File: src/rtl/osc_pkg.sv
// osc_pkg: shared types and constants for the oscilloscope capture path
package osc_pkg;
   localparam int ADC_W = 10;
   localparam logic SLOPE_RISE = 1'b0;
   localparam logic SLOPE_FALL = 1'b1;
   typedef enum logic [2:0] {IDLE, PRETRIG, WAIT_TRIG, POST, DONE} cap_state_t;
endpackage

File: src/rtl/trigger_capture_if.sv
// trigger_capture_if: ADC sample, trigger control and record readout bundle
interface trigger_capture_if #(
   parameter int DATA_W = osc_pkg::ADC_W,
   parameter int DEPTH  = 256,
   parameter int ADDR_W = $clog2(DEPTH)
);
   logic              data_ready;
   logic [DATA_W-1:0] data;
   logic              arm;
   logic              force_trig;
   logic [DATA_W-1:0] trig_level;
   logic              trig_slope;
   logic [ADDR_W-1:0] pretrig;
   logic [ADDR_W-1:0] rd_addr;
   logic [DATA_W-1:0] rd_data;
   logic              armed;
   logic              triggered;
   logic              done;
   modport master (
      output data_ready, data, arm, force_trig, trig_level, trig_slope, pretrig, rd_addr,
      input  rd_data, armed, triggered, done
   );
   modport slave (
      input  data_ready, data, arm, force_trig, trig_level, trig_slope, pretrig, rd_addr,
      output rd_data, armed, triggered, done
   );
endinterface

File: src/rtl/capture_ram.sv
// capture_ram: simple dual-port RAM, one write port and one registered read port
module capture_ram #(
   parameter int DATA_W = 10,
   parameter int DEPTH  = 256,
   parameter int ADDR_W = $clog2(DEPTH)
) (
   input  logic              clk_i,
   input  logic              we,
   input  logic [ADDR_W-1:0] waddr,
   input  logic [DATA_W-1:0] wdata,
   input  logic [ADDR_W-1:0] raddr,
   output logic [DATA_W-1:0] rdata
);
   logic [DATA_W-1:0] mem [DEPTH];
   always_ff @(posedge clk_i) begin
      if (we) mem[waddr] <= wdata;
      rdata <= mem[raddr];
   end
endmodule

File: src/rtl/trigger_capture.sv
// trigger_capture: armed edge trigger with pre-trigger depth over a circular sample record
module trigger_capture
   import osc_pkg::*;
#(
   parameter int DATA_W = ADC_W,
   parameter int DEPTH  = 256,
   parameter int ADDR_W = $clog2(DEPTH)
) (
   input logic clk_i,
   input logic rst_i,
   trigger_capture_if.slave bus
);
   cap_state_t state, state_nxt;
   logic ready_q, stb, wr_en, hit, force_q, prev_valid, armed;
   logic [ADDR_W-1:0] wr_ptr, start_ptr, cnt, cnt_nxt, pre_n, post_n;
   logic [DATA_W-1:0] prev, ram_q;
   assign armed   = state inside {PRETRIG, WAIT_TRIG, POST};
   assign stb     = bus.data_ready & ~ready_q;
   assign wr_en   = stb & armed & ~bus.arm;
   assign cnt_nxt = cnt + 1'b1;
   assign post_n  = ADDR_W'(DEPTH - 1) - pre_n;
   // a pending or coincident force wins; otherwise a real crossing needs a stored predecessor
   assign hit = force_q | bus.force_trig | (prev_valid & (bus.trig_slope == SLOPE_RISE
      ? (prev < bus.trig_level && bus.data >= bus.trig_level)
      : (prev > bus.trig_level && bus.data <= bus.trig_level)));
   always_ff @(posedge clk_i) begin
      if (rst_i) state <= IDLE;
      else state <= state_nxt;
   end
   always_comb begin
      state_nxt = state;
      if (bus.arm) state_nxt = (bus.pretrig == '0) ? WAIT_TRIG : PRETRIG;
      else if (wr_en) begin
         case (state)
            PRETRIG:   if (cnt_nxt == pre_n) state_nxt = WAIT_TRIG;
            WAIT_TRIG: if (hit) state_nxt = (post_n == '0) ? DONE : POST;
            POST:      if (cnt_nxt == post_n) state_nxt = DONE;
            default:   state_nxt = state;
         endcase
      end
   end
   always_comb begin
      bus.armed     = armed;
      bus.triggered = state inside {POST, DONE};
      bus.done      = state == DONE;
      bus.rd_data   = (state == DONE) ? ram_q : '0;
   end
   always_ff @(posedge clk_i) begin
      if (rst_i) begin
         ready_q    <= 1'b1;
         wr_ptr     <= '0;
         start_ptr  <= '0;
         cnt        <= '0;
         pre_n      <= '0;
         prev       <= '0;
         prev_valid <= 1'b0;
         force_q    <= 1'b0;
      end else begin
         ready_q <= bus.data_ready;
         if (bus.arm) begin
            pre_n      <= bus.pretrig;
            cnt        <= '0;
            prev_valid <= 1'b0;
            force_q    <= 1'b0;
         end else begin
            if (state == WAIT_TRIG && bus.force_trig) force_q <= 1'b1;
            if (wr_en) begin
               wr_ptr     <= wr_ptr + 1'b1;
               prev       <= bus.data;
               prev_valid <= 1'b1;
               cnt        <= (state == WAIT_TRIG) ? '0 : cnt_nxt;
            end
            if (wr_en && state == WAIT_TRIG && hit) begin
               start_ptr <= wr_ptr - pre_n;
               force_q   <= 1'b0;
            end
         end
      end
   end
   capture_ram #(.DATA_W(DATA_W), .DEPTH(DEPTH), .ADDR_W(ADDR_W)) u_ram (
      .clk_i (clk_i),
      .we    (wr_en),
      .waddr (wr_ptr),
      .wdata (bus.data),
      .raddr (start_ptr + bus.rd_addr),
      .rdata (ram_q)
   );
endmodule

File: src/flat_wrapper.sv
// flat-port wrapper written by rule: the top's interface ports become plain ports
module trigger_capture_flat import osc_pkg::*;
#(
   parameter int DATA_W = ADC_W,
   parameter int DEPTH  = 256,
   parameter int ADDR_W = $clog2(DEPTH)
)
  (clk_i, rst_i, bus_data_ready, bus_data, bus_arm, bus_force_trig, bus_trig_level, bus_trig_slope, bus_pretrig, bus_rd_addr, bus_rd_data, bus_armed, bus_triggered, bus_done);
  trigger_capture_if #(.DATA_W(DATA_W), .DEPTH(DEPTH), .ADDR_W(ADDR_W)) bus_i ();
  input logic clk_i;
  input logic rst_i;
  input wire logic [$bits(bus_i.data_ready)-1:0] bus_data_ready;
  input wire logic [$bits(bus_i.data)-1:0] bus_data;
  input wire logic [$bits(bus_i.arm)-1:0] bus_arm;
  input wire logic [$bits(bus_i.force_trig)-1:0] bus_force_trig;
  input wire logic [$bits(bus_i.trig_level)-1:0] bus_trig_level;
  input wire logic [$bits(bus_i.trig_slope)-1:0] bus_trig_slope;
  input wire logic [$bits(bus_i.pretrig)-1:0] bus_pretrig;
  input wire logic [$bits(bus_i.rd_addr)-1:0] bus_rd_addr;
  output wire logic [$bits(bus_i.rd_data)-1:0] bus_rd_data;
  output wire logic [$bits(bus_i.armed)-1:0] bus_armed;
  output wire logic [$bits(bus_i.triggered)-1:0] bus_triggered;
  output wire logic [$bits(bus_i.done)-1:0] bus_done;
  assign bus_i.data_ready = bus_data_ready;
  assign bus_i.data = bus_data;
  assign bus_i.arm = bus_arm;
  assign bus_i.force_trig = bus_force_trig;
  assign bus_i.trig_level = bus_trig_level;
  assign bus_i.trig_slope = bus_trig_slope;
  assign bus_i.pretrig = bus_pretrig;
  assign bus_i.rd_addr = bus_rd_addr;
  assign bus_rd_data = bus_i.rd_data;
  assign bus_armed = bus_i.armed;
  assign bus_triggered = bus_i.triggered;
  assign bus_done = bus_i.done;
  trigger_capture #(.DATA_W(DATA_W), .DEPTH(DEPTH), .ADDR_W(ADDR_W)) u_core (.clk_i(clk_i), .rst_i(rst_i), .bus(bus_i));
endmodule
File: config.mk
export PLATFORM = sky130hd
export DESIGN_NAME = trigger_capture_flat
export DESIGN_NICKNAME = d
export VERILOG_FILES = /design/src/rtl/osc_pkg.sv /design/src/rtl/trigger_capture_if.sv /design/src/rtl/capture_ram.sv /design/src/rtl/trigger_capture.sv /design/src/flat_wrapper.sv
export SDC_FILE = /design/constraint.sdc
export NUM_CORES = 2
export LEC_CHECK = 0
export CAP_MARGIN = 20
export CORE_ASPECT_RATIO = 1.4
export CORE_MARGIN = 2
export CORE_UTILIZATION = 36
export CTS_CLUSTER_SIZE = 10
export DETAILED_ROUTE_END_ITERATION = 8
export PLACE_DENSITY = 0.49
export SYNTH_ARGS = -nofsm -noshare
export SYNTH_HDL_FRONTEND = slang
export SYNTH_SLANG_ARGS = --single-unit
File: constraint.sdc
create_clock -name clk_i -period 10.67 [get_ports clk_i]
set_clock_uncertainty 0.2 [all_clocks]
set_input_delay 2.134 -clock clk_i [delete_from_list [all_inputs] [get_ports clk_i]]
set_output_delay 2.134 -clock clk_i [all_outputs]
set_load 0.005 [all_outputs]
# Yosys cells after proc, flatten, opt, wreduce, memory -nomap -nowiden
# Memories as Yosys holds them, arrays and structs flattened. A register that Yosys moved wholly into a read port is not among the register bits.
# Cells that the tools add are included.
# word_totals
ff_bits,48
mem_bits_rw,2560
wordCells,65
mem_count,1
# op_classes
n_addsub,5
magnitude_cmp,4
eq_ne,9
n_mux,13
bitwise,8
n_reduce_logical,16
# memory_table
memory,words,width,read_ports,rd_ports_with_merged_regs,write_ports,line_no,source
u_core.u_ram.mem,256,10,1,1,1,capture_ram.sv:14,logic [DATA_W-1:0] mem [DEPTH];
# op_table
op,n
$mux W3,6
$add A8 B1 Y8 const B,2
$eq A8 B8 Y1,2
$logic_not A8 Y1,2
$ge A10 B10 Y1,1
$gt A10 B10 Y1,1
$le A10 B10 Y1,1
$lt A10 B10 Y1,1
$mux W10,1
$pmux W3 S3,1
$add A8 B8 Y8,1
$mux W8,1
$sub A8 B8 Y8,1
$sub A8 B8 Y8 const A,1
$eq A3 B2 Y1 const B,2
$ne A3 B3 Y1 const B,2
$logic_and A1 B1 Y1,5
$reduce_and A5 Y1,1
$and A1 B1 Y1,4
$reduce_and A2 Y1,2
$reduce_bool A2 Y1,2
$reduce_bool A4 Y1,1
$eq A3 B1 Y1 const B,1
$eq A3 B3 Y1 const B,1
8 further kinds,12

# Depth between registers and ports, before layout
# logic_depth
word_depth,9
ltp_mapped,12
mapped_depth_nobuf,11

# By module
# Synthesis repeated with hierarchy kept, for this count alone.
# hier_totals
cells_unflattened,5059
area_unflattened_um2,102617.2
# modules_own_cells
module,instances,cells_per_inst,area_per_inst_um2,seq_area_each_um2
capture_ram,1,4642,99253.9,77073.9
trigger_capture,1,417,3363.2,960.9

# Least setup slack after synthesis
# Ideal clock, no wire load.
# synth_timing
kind,input port to flip-flop
start,input port bus_rd_addr[0]
end,register u_core.u_ram.rdata[0] (read register of u_core.u_ram.mem)
setup_ns,0.133
arrival_time_ns,5.033
required_ns,10.337
path_slack_ns,5.304
stages,10
n_path_buf,3
path_cell_list,ha_1 fa_1 buf_2 buf_2 clkbuf_1 mux4_2 mux4_2 mux4_2 a22oi_1 o311ai_1
# synth_between
elab_chain_cells,1
# synth_rtl
item,line_no,source
from (decl),flat_wrapper.sv:19,input wire logic [$bits(bus_i.rd_addr)-1:0] bus_rd_addr;
$add A8 B8 Y8,trigger_capture.sv:85,".raddr (start_ptr + bus.rd_addr),"
to (decl),capture_ram.sv:12,output logic [DATA_W-1:0] rdata
# No other way between the ends.
# A chain may end at the register's enable or synchronous reset.

# Worst setup path after layout
# layout_timing
start,input port bus_rd_addr[0]
end,register u_core.u_ram.rdata[1] (read register of u_core.u_ram.mem)
# The elaborated chain is that of the path after synthesis.

==> flow_summary.json <==
{
  "antenna_found_initial": 9,
  "grt-ovfl-total": 0,
  "pwr-share-seq": 0.525,
  "dpl.cell_count": 8292,
  "synthTopCellsByArea": "edfxtp_1 75%, mux4_2 18%, nor2_1 1.2%",
  "cts_setup_buffers": 0,
  "yosys_warnings": 0,
  "syn_inst": 4524,
  "cp_max_fo": 91,
  "syn_area_sq_mm": 0.102,
  "yosysUniqueCellTypes": 58,
  "leakagePower_uw": 0.0362,
  "comb_power_share": 0.051,
  "cts.path.max_buffers": 4,
  "crit_required_ns": 11.13,
  "clock_latency_ns": 0.83,
  "async_flop_share": 0,
  "die_y_um": 634,
  "synth.largest_area_cell": "edfxtp_1",
  "powerDensity_mw_per_mm2": 184,
  "mostFrequentLayoutCell": "edfxtp_1",
  "regArea_sq_mm": 0.0780,
  "start_util": 0.361,
  "synth_fp_nets": 4607,
  "holdBufCountCts": 0,
  "ys_seq_area_frac": 0.765,
  "routed_via_density": 5.47,
  "rsz0062_at_grt": "false",
  "dieWidth_um": 454,
  "r2r_cells": 8,
  "drtIter0Drc": 4201,
  "synth_top_cell_area_share": 0.753,
  "cts-resized-gates": 0,
  "core.rowCount": 231,
  "die_area_sq_mm": 0.288,
  "holdWs_ns": 0.260,
  "grt_pass1_vias": 50900,
  "hold_depth": 2,
  "syn_to_final_growth_pct": 14.7,
  "portBuffers": 54,
  "finalNetCount": 4973,
  "hold_path_end": "u_core.prev[4]$_SDFFE_PP0P_",
  "cp.arrival_ns": 7.39,
  "gp_congestion": 0.767,
  "r2r-end": "u_core.u_ram.rdata[1]$_DFF_P_",
  "reg2reg_setup_slack_ns": 5.24,
  "final-setup-viol-count": 0,
  "timing_hold_violations_final": 0,
  "drive_gt1_frac": 0.298,
  "final.fill_count": 24400,
  "core_sq_mm": 0.282,
  "p_sw_uw": 4550,
  "cts_buffers": 305,
  "period_share": 0.650,
  "max-cap-violations": 0,
  "cp-end-kind": "flop",
  "wl_per_cell_um": 32.3,
  "synth-main-ff-cell": "edfxtp_1",
  "cts_root_buffer": "clkbuf_16",
  "cts-htree-levels": 5,
  "finish.cell_count_without_fillers": 8705,
  "clk_pin_slew_worst_paths_ns": 0.06,
  "p_int_uw": 17000,
  "p_clk_frac": 0.424,
  "cts_tree": "yes",
  "fmax_mhz": 144,
  "multi_input_area_sq_mm": 0.0230,
  "tightest_slew_ns": 1.35,
  "place_hpwl_um": 172000,
  "total_power_uw": 21600,
  "drc": 0,
  "most-common-layout-cells": "2,560 x edfxtp_1, 806 x mux4_2, 314 x clkbuf_16",
  "hold_path.class": "reg2reg",
  "r2r-start": "u_core.start_ptr[0]$_SDFFE_PP0P_",
  "grt_usage": 0.195,
  "status": "completed",
  "max_slew_margin": 0.0979,
  "sw_frac_of_total": 0.211,
  "critPathKind": "in2reg",
  "finalMaxSlewViolations": 0,
  "drt-total-wl_um": 281000,
  "cts_sinks": 2618,
  "vias": 47600,
  "tns_ns": 0,
  "grt_pass1_wl_um": 397000,
  "pin_count": 55,
  "ys_ff_latch": 2618,
  "ant_nets": 0,
  "postSynthAreaPerCell_sq_um": 22.6,
  "hold_start": "u_core.prev[4]$_SDFFE_PP0P_",
  "fin_util": 0.415,
  "synth-edff-count": 2560,
  "critPathLaunchType": "input port",
  "fin_crit_ns": 6.93,
  "dr.pass1.iters": 7,
  "grt_max_degree": 185,
  "ir_drop_mv": 0.108
}
-- layer usage --
layer,up-vias,track usage,wire length (um)
met5,-,0,24
li1,19700,-,-
met4,4,0.0595,8810
met2,1274,0.356,151000
met1,26200,0.239,108000
met3,400,0.0257,12200
-- sequential cells by signal (all words and copies together), names as in the netlist --
signal / flops
u_core.u_ram.rdata: 10
u_core.u_ram.mem: 2560
u_core.start_ptr: 8
u_core.ready_q: 1
u_core.pre_n: 8
u_core.prev_valid: 1
u_core.cnt: 8
u_core.state: 3
u_core.force_q: 1
u_core.wr_ptr: 8
u_core.prev: 10
-- final cells by class --
class,instances,area share
clock buffers,377,0.0692
inverters,26,0.000834
flip-flops and latches,2618,0.667
clock inverters,14,0.00118
repair buffers,307,0.0256
diodes,3,0.0000641
multi-input cells,1632,0.197
well taps,3728,0.0398
-- power groups by stage --
stage          Combinational [uW]  Sequential (uW)  Clock [uW]
4_1_cts                      1130            11300        9360
2_1_floorplan                 586            11500           0
5_1_grt                      1160            11300        9710
3_3_place_gp                 1110            11500           0
6_report                     1090            11300        9150
3_5_place_dp                 1130            11500           0
-- stage by stage --
stage | cell area (sq um) | worst slack (ns)
3_3_place_gp | 108000 | 2.95
6_report | 117000 | 3.74
2_1_floorplan | 102000 | 5.30
3_5_place_dp | 109000 | 2.97
5_1_grt | 117000 | 3.78
4_1_cts | 117000 | 3.89
-- critical path, cell delays in order --
cell and delay [ns]:
clkdlybuf4s50_1 0.49, ha_4 0.21, fa_4 1.32, buf_12 0.52, mux4_2 0.42, mux4_2 0.52
mux4_2 0.62, a22oi_1 0.71, o311ai_1 0.26
-- kinds of logic (layout without fill, tap and decap cells) --
kind of cell / after synthesis / in the layout / synth area share
buf+inv: 274 / 724 / 0.0120
fa+ha+maj: 41 / 41 / 0.00517
mux: 858 / 858 / 0.183
simple gates: 561 / 561 / 0.0231
other cells: 0 / 3 / 0
flops: 2618 / 2618 / 0.765
compound gates: 139 / 139 / 0.00900
xor+xnor: 33 / 33 / 0.00291
-- Yosys cell counts, types with 15 or more instances --
cell	count
edfxtp_1	2560
mux4_2	806
nor2_1	314
nand2_1	137
clkbuf_1	126
buf_2	88
dfxtp_1	58
ha_1	39
a21oi_1	36
mux2i_1	36
inv_1	26
nand3_1	22
and3_1	21
buf_4	19
xnor2_1	17
mux2_2	16
o21ai_0	16
xor2_1	15
-- worst max path at each step --
stage	startpoint	slack [ns]	endpoint	cells past startpoint
after global placement	bus_rd_addr[0]	2.95	u_core.u_ram.rdata[1]$_DFF_P_	9
after global routing	bus_rd_addr[0]	3.78	u_core.u_ram.rdata[1]$_DFF_P_	9
after detailed placement	bus_rd_addr[0]	2.97	u_core.u_ram.rdata[1]$_DFF_P_	9
after CTS	bus_rd_addr[0]	3.89	u_core.u_ram.rdata[1]$_DFF_P_	9
final	bus_rd_addr[0]	3.74	u_core.u_ram.rdata[1]$_DFF_P_	9
after floorplan	bus_rd_addr[0]	5.30	u_core.u_ram.rdata[0]$_DFF_P_	10
No activity file was read; power rests on OpenSTA's default activity.
